[src/rtl/vector_writeback_assembler_if.sv]
// Writeback bus between the execute/load units and the vector register file
// write port. The master side drives ALU results and lane-serial load beats;
// the slave side (the assembler) returns stall/status and the registered
// we3/ra3/wd3 write. Bypass signals exist only when VWB_BYPASS_EN is defined.
interface vector_writeback_assembler_if #(
  parameter int REGSIZEINT    = 4,
  parameter int VECTORSPERREG = 4,
  parameter int DATAWIDTH     = 16
);
  logic                                      alu_valid;
  logic [REGSIZEINT-1:0]                     alu_rd;
  logic [VECTORSPERREG-1:0][DATAWIDTH-1:0]   alu_data;
  logic                                      alu_stall;
  logic                                      ld_start;
  logic [REGSIZEINT-1:0]                     ld_rd;
  logic                                      ld_valid;
  logic [DATAWIDTH-1:0]                      ld_data;
  logic                                      ld_abort;
  logic                                      ld_busy;
  logic                                      ld_done;
  logic                                      err;
  logic                                      we3;
  logic [REGSIZEINT-1:0]                     ra3;
  logic [VECTORSPERREG-1:0][DATAWIDTH-1:0]   wd3;
`ifdef VWB_BYPASS_EN
  logic                                      byp_valid;
  logic [REGSIZEINT-1:0]                     byp_rd;
  logic [VECTORSPERREG-1:0][DATAWIDTH-1:0]   byp_data;
`endif

  modport master (
    output alu_valid, alu_rd, alu_data, ld_start, ld_rd, ld_valid, ld_data, ld_abort,
    input  alu_stall, ld_busy, ld_done, err, we3, ra3, wd3
`ifdef VWB_BYPASS_EN
    , input byp_valid, byp_rd, byp_data
`endif
  );

  modport slave (
    input  alu_valid, alu_rd, alu_data, ld_start, ld_rd, ld_valid, ld_data, ld_abort,
    output alu_stall, ld_busy, ld_done, err, we3, ra3, wd3
`ifdef VWB_BYPASS_EN
    , output byp_valid, byp_rd, byp_data
`endif
  );
endinterface

[src/rtl/vector_writeback_assembler.sv]
// Vector writeback assembler: merges single-beat ALU results and lane-serial
// memory loads into one registered register-file write (we3/ra3/wd3).
// Load lanes arrive lane 0 first and are collected in an assembly buffer; the
// final lane is merged directly from the bus so the write issues one cycle
// after the last beat. The final load beat wins over a same-cycle ALU result,
// which is stalled and must be re-presented.
// Optional feature macro: VWB_BYPASS_EN adds byp_valid/byp_rd/byp_data, a copy
// of the write port for decode-stage forwarding.
module vector_writeback_assembler #(
  parameter int REGSIZE       = 15,
  parameter int VECTORSPERREG = 4,
  parameter int DATAWIDTH     = 16,
  parameter int REGSIZEINT    = 4
) (
  input logic                   clk,
  input logic                   rst_n,
  vector_writeback_assembler_if.slave wb
);

  localparam int CNT_W = (VECTORSPERREG > 1) ? $clog2(VECTORSPERREG) : 1;
  localparam logic [CNT_W-1:0] LAST_LANE = CNT_W'(VECTORSPERREG - 1);

  typedef logic [VECTORSPERREG-1:0][DATAWIDTH-1:0] vec_t;
  typedef enum logic {IDLE, COLLECT} state_t;

  // Collection stage state
  state_t                state_p0;
  logic [CNT_W-1:0]      cnt_p0;
  vec_t                  buf_p0;
  logic [REGSIZEINT-1:0] ld_rd_p0;

  // Write-port stage state
  logic                  vld_p1;
  logic                  done_p1;
  logic [REGSIZEINT-1:0] rd_p1;
  vec_t                  data_p1;
  logic                  err_q;

  logic collect;
  logic final_beat;
  logic alu_acc;
  vec_t asm_vec;

  function automatic logic idx_ok(input logic [REGSIZEINT-1:0] rd);
    return int'(rd) < REGSIZE;
  endfunction

  // Decode the final load beat, ALU acceptance and the merged load vector
  always_comb begin
    collect    = (state_p0 == COLLECT);
    final_beat = collect & wb.ld_valid & ~wb.ld_abort & (cnt_p0 == LAST_LANE);
    alu_acc    = wb.alu_valid & ~final_beat;
    asm_vec    = buf_p0;
    asm_vec[VECTORSPERREG-1] = wb.ld_data;
  end

  // Load collection FSM, write-port register and sticky error flag
  always_ff @(posedge clk or negedge rst_n) begin
    if (!rst_n) begin
      state_p0 <= IDLE;
      cnt_p0   <= '0;
      buf_p0   <= '0;
      ld_rd_p0 <= '0;
      vld_p1   <= 1'b0;
      done_p1  <= 1'b0;
      rd_p1    <= '0;
      data_p1  <= '0;
      err_q    <= 1'b0;
    end else begin
      unique case (state_p0)
        IDLE: begin
          if (wb.ld_start) begin
            state_p0 <= COLLECT;
            ld_rd_p0 <= wb.ld_rd;
            cnt_p0   <= '0;
          end
        end
        COLLECT: begin
          if (wb.ld_abort) begin
            state_p0 <= IDLE;
            cnt_p0   <= '0;
          end else if (wb.ld_valid) begin
            buf_p0[cnt_p0] <= wb.ld_data;
            if (cnt_p0 == LAST_LANE) begin
              state_p0 <= IDLE;
              cnt_p0   <= '0;
            end else begin
              cnt_p0 <= cnt_p0 + CNT_W'(1);
            end
          end
        end
      endcase

      // ---- stage p0 -> p1: registered write port ----
      if (final_beat) begin
        vld_p1  <= idx_ok(ld_rd_p0);
        rd_p1   <= ld_rd_p0;
        data_p1 <= asm_vec;
        done_p1 <= 1'b1;
      end else if (alu_acc) begin
        vld_p1  <= idx_ok(wb.alu_rd);
        rd_p1   <= wb.alu_rd;
        data_p1 <= wb.alu_data;
        done_p1 <= 1'b0;
      end else begin
        vld_p1  <= 1'b0;
        done_p1 <= 1'b0;
      end

      if ((collect & wb.ld_start) ||
          (final_beat & ~idx_ok(ld_rd_p0)) ||
          (alu_acc & ~idx_ok(wb.alu_rd)))
        err_q <= 1'b1;
    end
  end

  assign wb.alu_stall = final_beat;
  assign wb.ld_busy   = collect;
  assign wb.ld_done   = done_p1;
  assign wb.err       = err_q;
  assign wb.we3       = vld_p1;
  assign wb.ra3       = rd_p1;
  assign wb.wd3       = data_p1;
`ifdef VWB_BYPASS_EN
  assign wb.byp_valid = vld_p1;
  assign wb.byp_rd    = rd_p1;
  assign wb.byp_data  = data_p1;
`endif

endmodule

[src/flat_wrapper.sv]
// flat-port wrapper written by rule: the top's interface ports become plain ports
module vector_writeback_assembler_flat 
#(
  parameter int REGSIZE       = 15,
  parameter int VECTORSPERREG = 4,
  parameter int DATAWIDTH     = 16,
  parameter int REGSIZEINT    = 4
)
  (clk, rst_n, wb_alu_valid, wb_alu_rd, wb_alu_data, wb_ld_start, wb_ld_rd, wb_ld_valid, wb_ld_data, wb_ld_abort, wb_alu_stall, wb_ld_busy, wb_ld_done, wb_err, wb_we3, wb_ra3, wb_wd3);
  vector_writeback_assembler_if #(.REGSIZEINT(REGSIZEINT), .VECTORSPERREG(VECTORSPERREG), .DATAWIDTH(DATAWIDTH)) wb_i ();
  input logic clk;
  input logic rst_n;
  input wire logic [$bits(wb_i.alu_valid)-1:0] wb_alu_valid;
  input wire logic [$bits(wb_i.alu_rd)-1:0] wb_alu_rd;
  input wire logic [$bits(wb_i.alu_data)-1:0] wb_alu_data;
  input wire logic [$bits(wb_i.ld_start)-1:0] wb_ld_start;
  input wire logic [$bits(wb_i.ld_rd)-1:0] wb_ld_rd;
  input wire logic [$bits(wb_i.ld_valid)-1:0] wb_ld_valid;
  input wire logic [$bits(wb_i.ld_data)-1:0] wb_ld_data;
  input wire logic [$bits(wb_i.ld_abort)-1:0] wb_ld_abort;
  output wire logic [$bits(wb_i.alu_stall)-1:0] wb_alu_stall;
  output wire logic [$bits(wb_i.ld_busy)-1:0] wb_ld_busy;
  output wire logic [$bits(wb_i.ld_done)-1:0] wb_ld_done;
  output wire logic [$bits(wb_i.err)-1:0] wb_err;
  output wire logic [$bits(wb_i.we3)-1:0] wb_we3;
  output wire logic [$bits(wb_i.ra3)-1:0] wb_ra3;
  output wire logic [$bits(wb_i.wd3)-1:0] wb_wd3;
  assign wb_i.alu_valid = wb_alu_valid;
  assign wb_i.alu_rd = wb_alu_rd;
  assign wb_i.alu_data = wb_alu_data;
  assign wb_i.ld_start = wb_ld_start;
  assign wb_i.ld_rd = wb_ld_rd;
  assign wb_i.ld_valid = wb_ld_valid;
  assign wb_i.ld_data = wb_ld_data;
  assign wb_i.ld_abort = wb_ld_abort;
  assign wb_alu_stall = wb_i.alu_stall;
  assign wb_ld_busy = wb_i.ld_busy;
  assign wb_ld_done = wb_i.ld_done;
  assign wb_err = wb_i.err;
  assign wb_we3 = wb_i.we3;
  assign wb_ra3 = wb_i.ra3;
  assign wb_wd3 = wb_i.wd3;
  vector_writeback_assembler #(.REGSIZE(REGSIZE), .VECTORSPERREG(VECTORSPERREG), .DATAWIDTH(DATAWIDTH), .REGSIZEINT(REGSIZEINT)) u_core (.clk(clk), .rst_n(rst_n), .wb(wb_i));
endmodule
[config.mk]
export PLATFORM = sky130hd
export DESIGN_NAME = vector_writeback_assembler_flat
export DESIGN_NICKNAME = d
export VERILOG_FILES = /design/src/rtl/vector_writeback_assembler_if.sv /design/src/rtl/vector_writeback_assembler.sv /design/src/flat_wrapper.sv
export SDC_FILE = /design/constraint.sdc
export NUM_CORES = 1
export LEC_CHECK = 0
export CAP_MARGIN = 20
export CORE_ASPECT_RATIO = 1.5
export CORE_UTILIZATION = 40
export CTS_CLUSTER_DIAMETER = 80
export DETAILED_ROUTE_END_ITERATION = 10
export PLACE_DENSITY = 0.7
export SLEW_MARGIN = 20
export SYNTH_ARGS = -nofsm -noshare
export SYNTH_HDL_FRONTEND = slang
export SYNTH_SLANG_ARGS = --single-unit
[constraint.sdc]
create_clock -name clk -period 3.8 [get_ports clk]
set_input_delay 0.95 -clock clk [delete_from_list [all_inputs] [get_ports clk]]
set_output_delay 0.95 -clock clk [all_outputs]
set_load 0.005 [all_outputs]
==> flow_summary_export.csv <==
group,metric,value,unit
outcome,outcome,"finished clean",
routing,vias,3935,
grt,antenna_found_initial,0,
cts,cts-htree-levels,4,
sta,finClkSkew,8.74,ps
routing,dr.pass1.iters,5,
routing,avgViaCountPerCell,5.11,
sta,final_max_slew_viol_count,0,
synth,synth_nets,535,
final_layout,drive_gt1_share,15.2,%
placement,dp_hpwl,9430,µm
sta,finalWorstPathRequiredPeriod,3380,ps
routing,drt_wl_total,13600,µm
power_and_ir_drop,p_int,2.91,mW
grt,track_usage,20.6,%
sta,setup_tns,0,ps
final_layout,areaGrowthSynthToFinish,42.8,%
critical_path,path_buf_inv,2,
synth,synth_warnings,0,
power_and_ir_drop,power,3.88,mW
cts,cts_buffer_depth,2,
final_layout,num_antenna_cells,0,
critical_path,critical_path_peak_fanout,6,
final_layout,stdcell_count,770,
cts,clk_pin_slew,60,ps
grt,grt_pass1_vias,4415,
grt,overflow,0,
sta,setup_violations,0,
floorplan,die_area,14000,µm²
critical_path,cpLargestDelayFamily,"buffers and inverters",
final_layout,final_cell_area,7720,µm²
floorplan,dieHeight,144,µm
critical_path,endpoint_kind,"output port",
final_layout,multiInputGateArea,2080,µm²
power_and_ir_drop,power_density,503,nW/µm²
critical_path,worst_setup_path_start_kind,"primary input",
sta,slew_headroom,36.4,%
synth,ys_seq_elements,126,
critical_path,crit_type,"primary input to output port",
synth,synth_cells,437,
cts,post_cts_buffers,0,
power_and_ir_drop,netSwitchingPower,0.974,mW
placement,place.gp.congestion,0.725,
cts,cts.sinks,126,
synth,avgSynthCellArea,12.4,µm²
floorplan,core,13100,µm²
flow_run,drv_cap,0,
sta,timing.final.hold_violations,0,
power_and_ir_drop,p_comb_share,15.9,%
synth,async_flop_share,100,%
cts,clock_latency,410,ps
floorplan,io_pins,167,
synth,yosys_most_used_dff,"dfrtp_1",
sta,fmax,296,MHz
sta,tightestPinTransition,955,ps
synth,synth.distinct_cells,28,
placement,placed_area,7150,µm²
final_layout,final_common_cell,"clkdlybuf4s50_1",
grt,grt_max_degree,141,
cts,cts_root_buffer,"clkbuf_16",
critical_path,critical-path-max-stage-delay,600,ps
critical_path,cp.required,2850,ps
power_and_ir_drop,vdd_drop_max,0.280,mV
sta,fin_crit_sh,88.9,%
routing,drt-wirelength-per-cell,17.7,µm
min_path,hp-class,"flip-flop to flip-flop",
routing,drc,0,
cts,post_cts_resized,0,
final_layout,final_cell_mix,"clkdlybuf4s50_1, dfrtp_1, nand2_1, mux2i_1, o21ai_0",
critical_path,cpMaxStageDelayCell,"clkdlybuf4s50_1",
cts,holdBufCountCts,0,
power_and_ir_drop,swShare,25.1,%
final_layout,seq_area,3150,µm²
floorplan,rows,51,
final_layout,fill_cells,1103,
routing,postRouteAntennaNets,0,
synth,synth_edf_count,0,
critical_path,cpMostUsedCell,"clkdlybuf4s50_1",
routing,drtIter0Drc,151,
power_and_ir_drop,leakage,3.34,nW
grt,grt_pass1_wl,22100,µm
floorplan,die-width,96.9,µm
power_and_ir_drop,p_clk_share,39.6,%
cts,cts_tree,"done",
placement,port_buffers,166,
cts,cts_buffers,17,
placement,dp.cells,738,
critical_path,path_cells,"clkdlybuf4s50_1, and4b_4, clkdlybuf4s50_1",
power_and_ir_drop,power_frac_seq,44.5,%
critical_path,worstPathArrival,2430,ps
floorplan,start_util,41.3,%
synth,ys_seq_area_share,58.3,%
final_layout,nets,696,
synth,synth_area,5410,µm²
sta,rsz0062_at_grt,"no",
[tightest hold or removal path, delay by kind of cell (launching register included)]
kind             cells  cell delay [ps]
AO/OA/AOI/OAI        1               60
flip-flops           1              330
AND/OR/NAND/NOR      1               40
[layout make-up]
cell class | count | area share [%]
Inverter | 3 | 0.146
Clock inverter | 14 | 1.77
Timing Repair Buffer | 169 | 22.1
Multi-Input combinational cell | 281 | 27.0
Clock buffer | 18 | 5.56
Tap cell | 159 | 2.58
Sequential cell | 126 | 40.8
[metrics by stage]
step / util [%] / hold WS [ps] / worst slack, ps
final: 59.0 / 468 / 421
after global routing: 59.0 / 517 / 359
after CTS: 59.0 / 474 / 404
after detailed placement: 54.7 / 462 / 417
after global placement: 54.7 / 456 / 444
after floorplan: - / 444 / 1270
[final timing paths]
path	start	endpoint	slack (ps)	cells past startpoint
worst max-delay path	wb_ld_valid	wb_alu_stall	420	3
worst min-delay path	u_core.asm_vec[39]	u_core.wb.wd3[39]	470	2
worst max register to register	u_core.cnt_p0[0]	u_core.wb.wd3[27]	1980	4
worst min register to register	u_core.asm_vec[39]	u_core.wb.wd3[39]	470	2
max in group asynchronous	rst_n	u_core.wb.wd3[31]	2250	2
min in group asynchronous	rst_n	u_core.wb.wd3[38]	650	1
[state kept, by name, summed over array words and instances (netlist names)]
name and count:
u_core.wb.ld_done 1, u_core.ld_rd_p0 4, u_core.cnt_p0 2, u_core.asm_vec 48
u_core.wb.ra3 4, u_core.wb.we3 1, u_core.wb.err 1, u_core.wb.ld_busy 1
u_core.wb.wd3 64
[power groups by stage]
stage	Sequential, mW	Clock [mW]	Combinational [mW]
2_1_floorplan	1.72	0	0.276
3_3_place_gp	1.74	0	0.604
3_5_place_dp	1.75	0	0.625
4_1_cts	1.73	1.57	0.628
5_1_grt	1.76	1.64	0.674
6_report	1.73	1.54	0.616
[metal layers]
| layer | up-vias | track usage [%] | routed length (µm) |
|---|---|---|---|
| li1 | 1854 | - | - |
| met1 | 1929 | 22.5 | 5230 |
| met2 | 134 | 38.0 | 7510 |
| met3 | 18 | 5.17 | 589 |
| met4 | 0 | 8.56 | 314 |
| met5 | - | 0 | 0 |
[cell usage after synthesis, drive strengths merged, types with 3 or more instances]
cell	n	share of area [%]
dfrtp	126	58
nand2	72	5.3
mux2i	70	13
o21ai	68	6.3
mux2	52	11
buf	20	2.5
clkbuf	7	0.53
ha	4	0.93
inv	3	0.21
[logic make-up (layout without fill, tap and decap cells)]
group	Yosys count	in the layout	share of synthesized area, %
AND/OR/NAND/NOR	81	81	6.57
buffers and inverters	30	204	3.22
multiplexers	122	122	23.8
AO/OA/AOI/OAI	74	74	7.17
flip-flops	126	126	58.3
adder cells (fa/ha/maj)	4	4	0.926
Note: power is estimated with default switching activity, not from simulation.
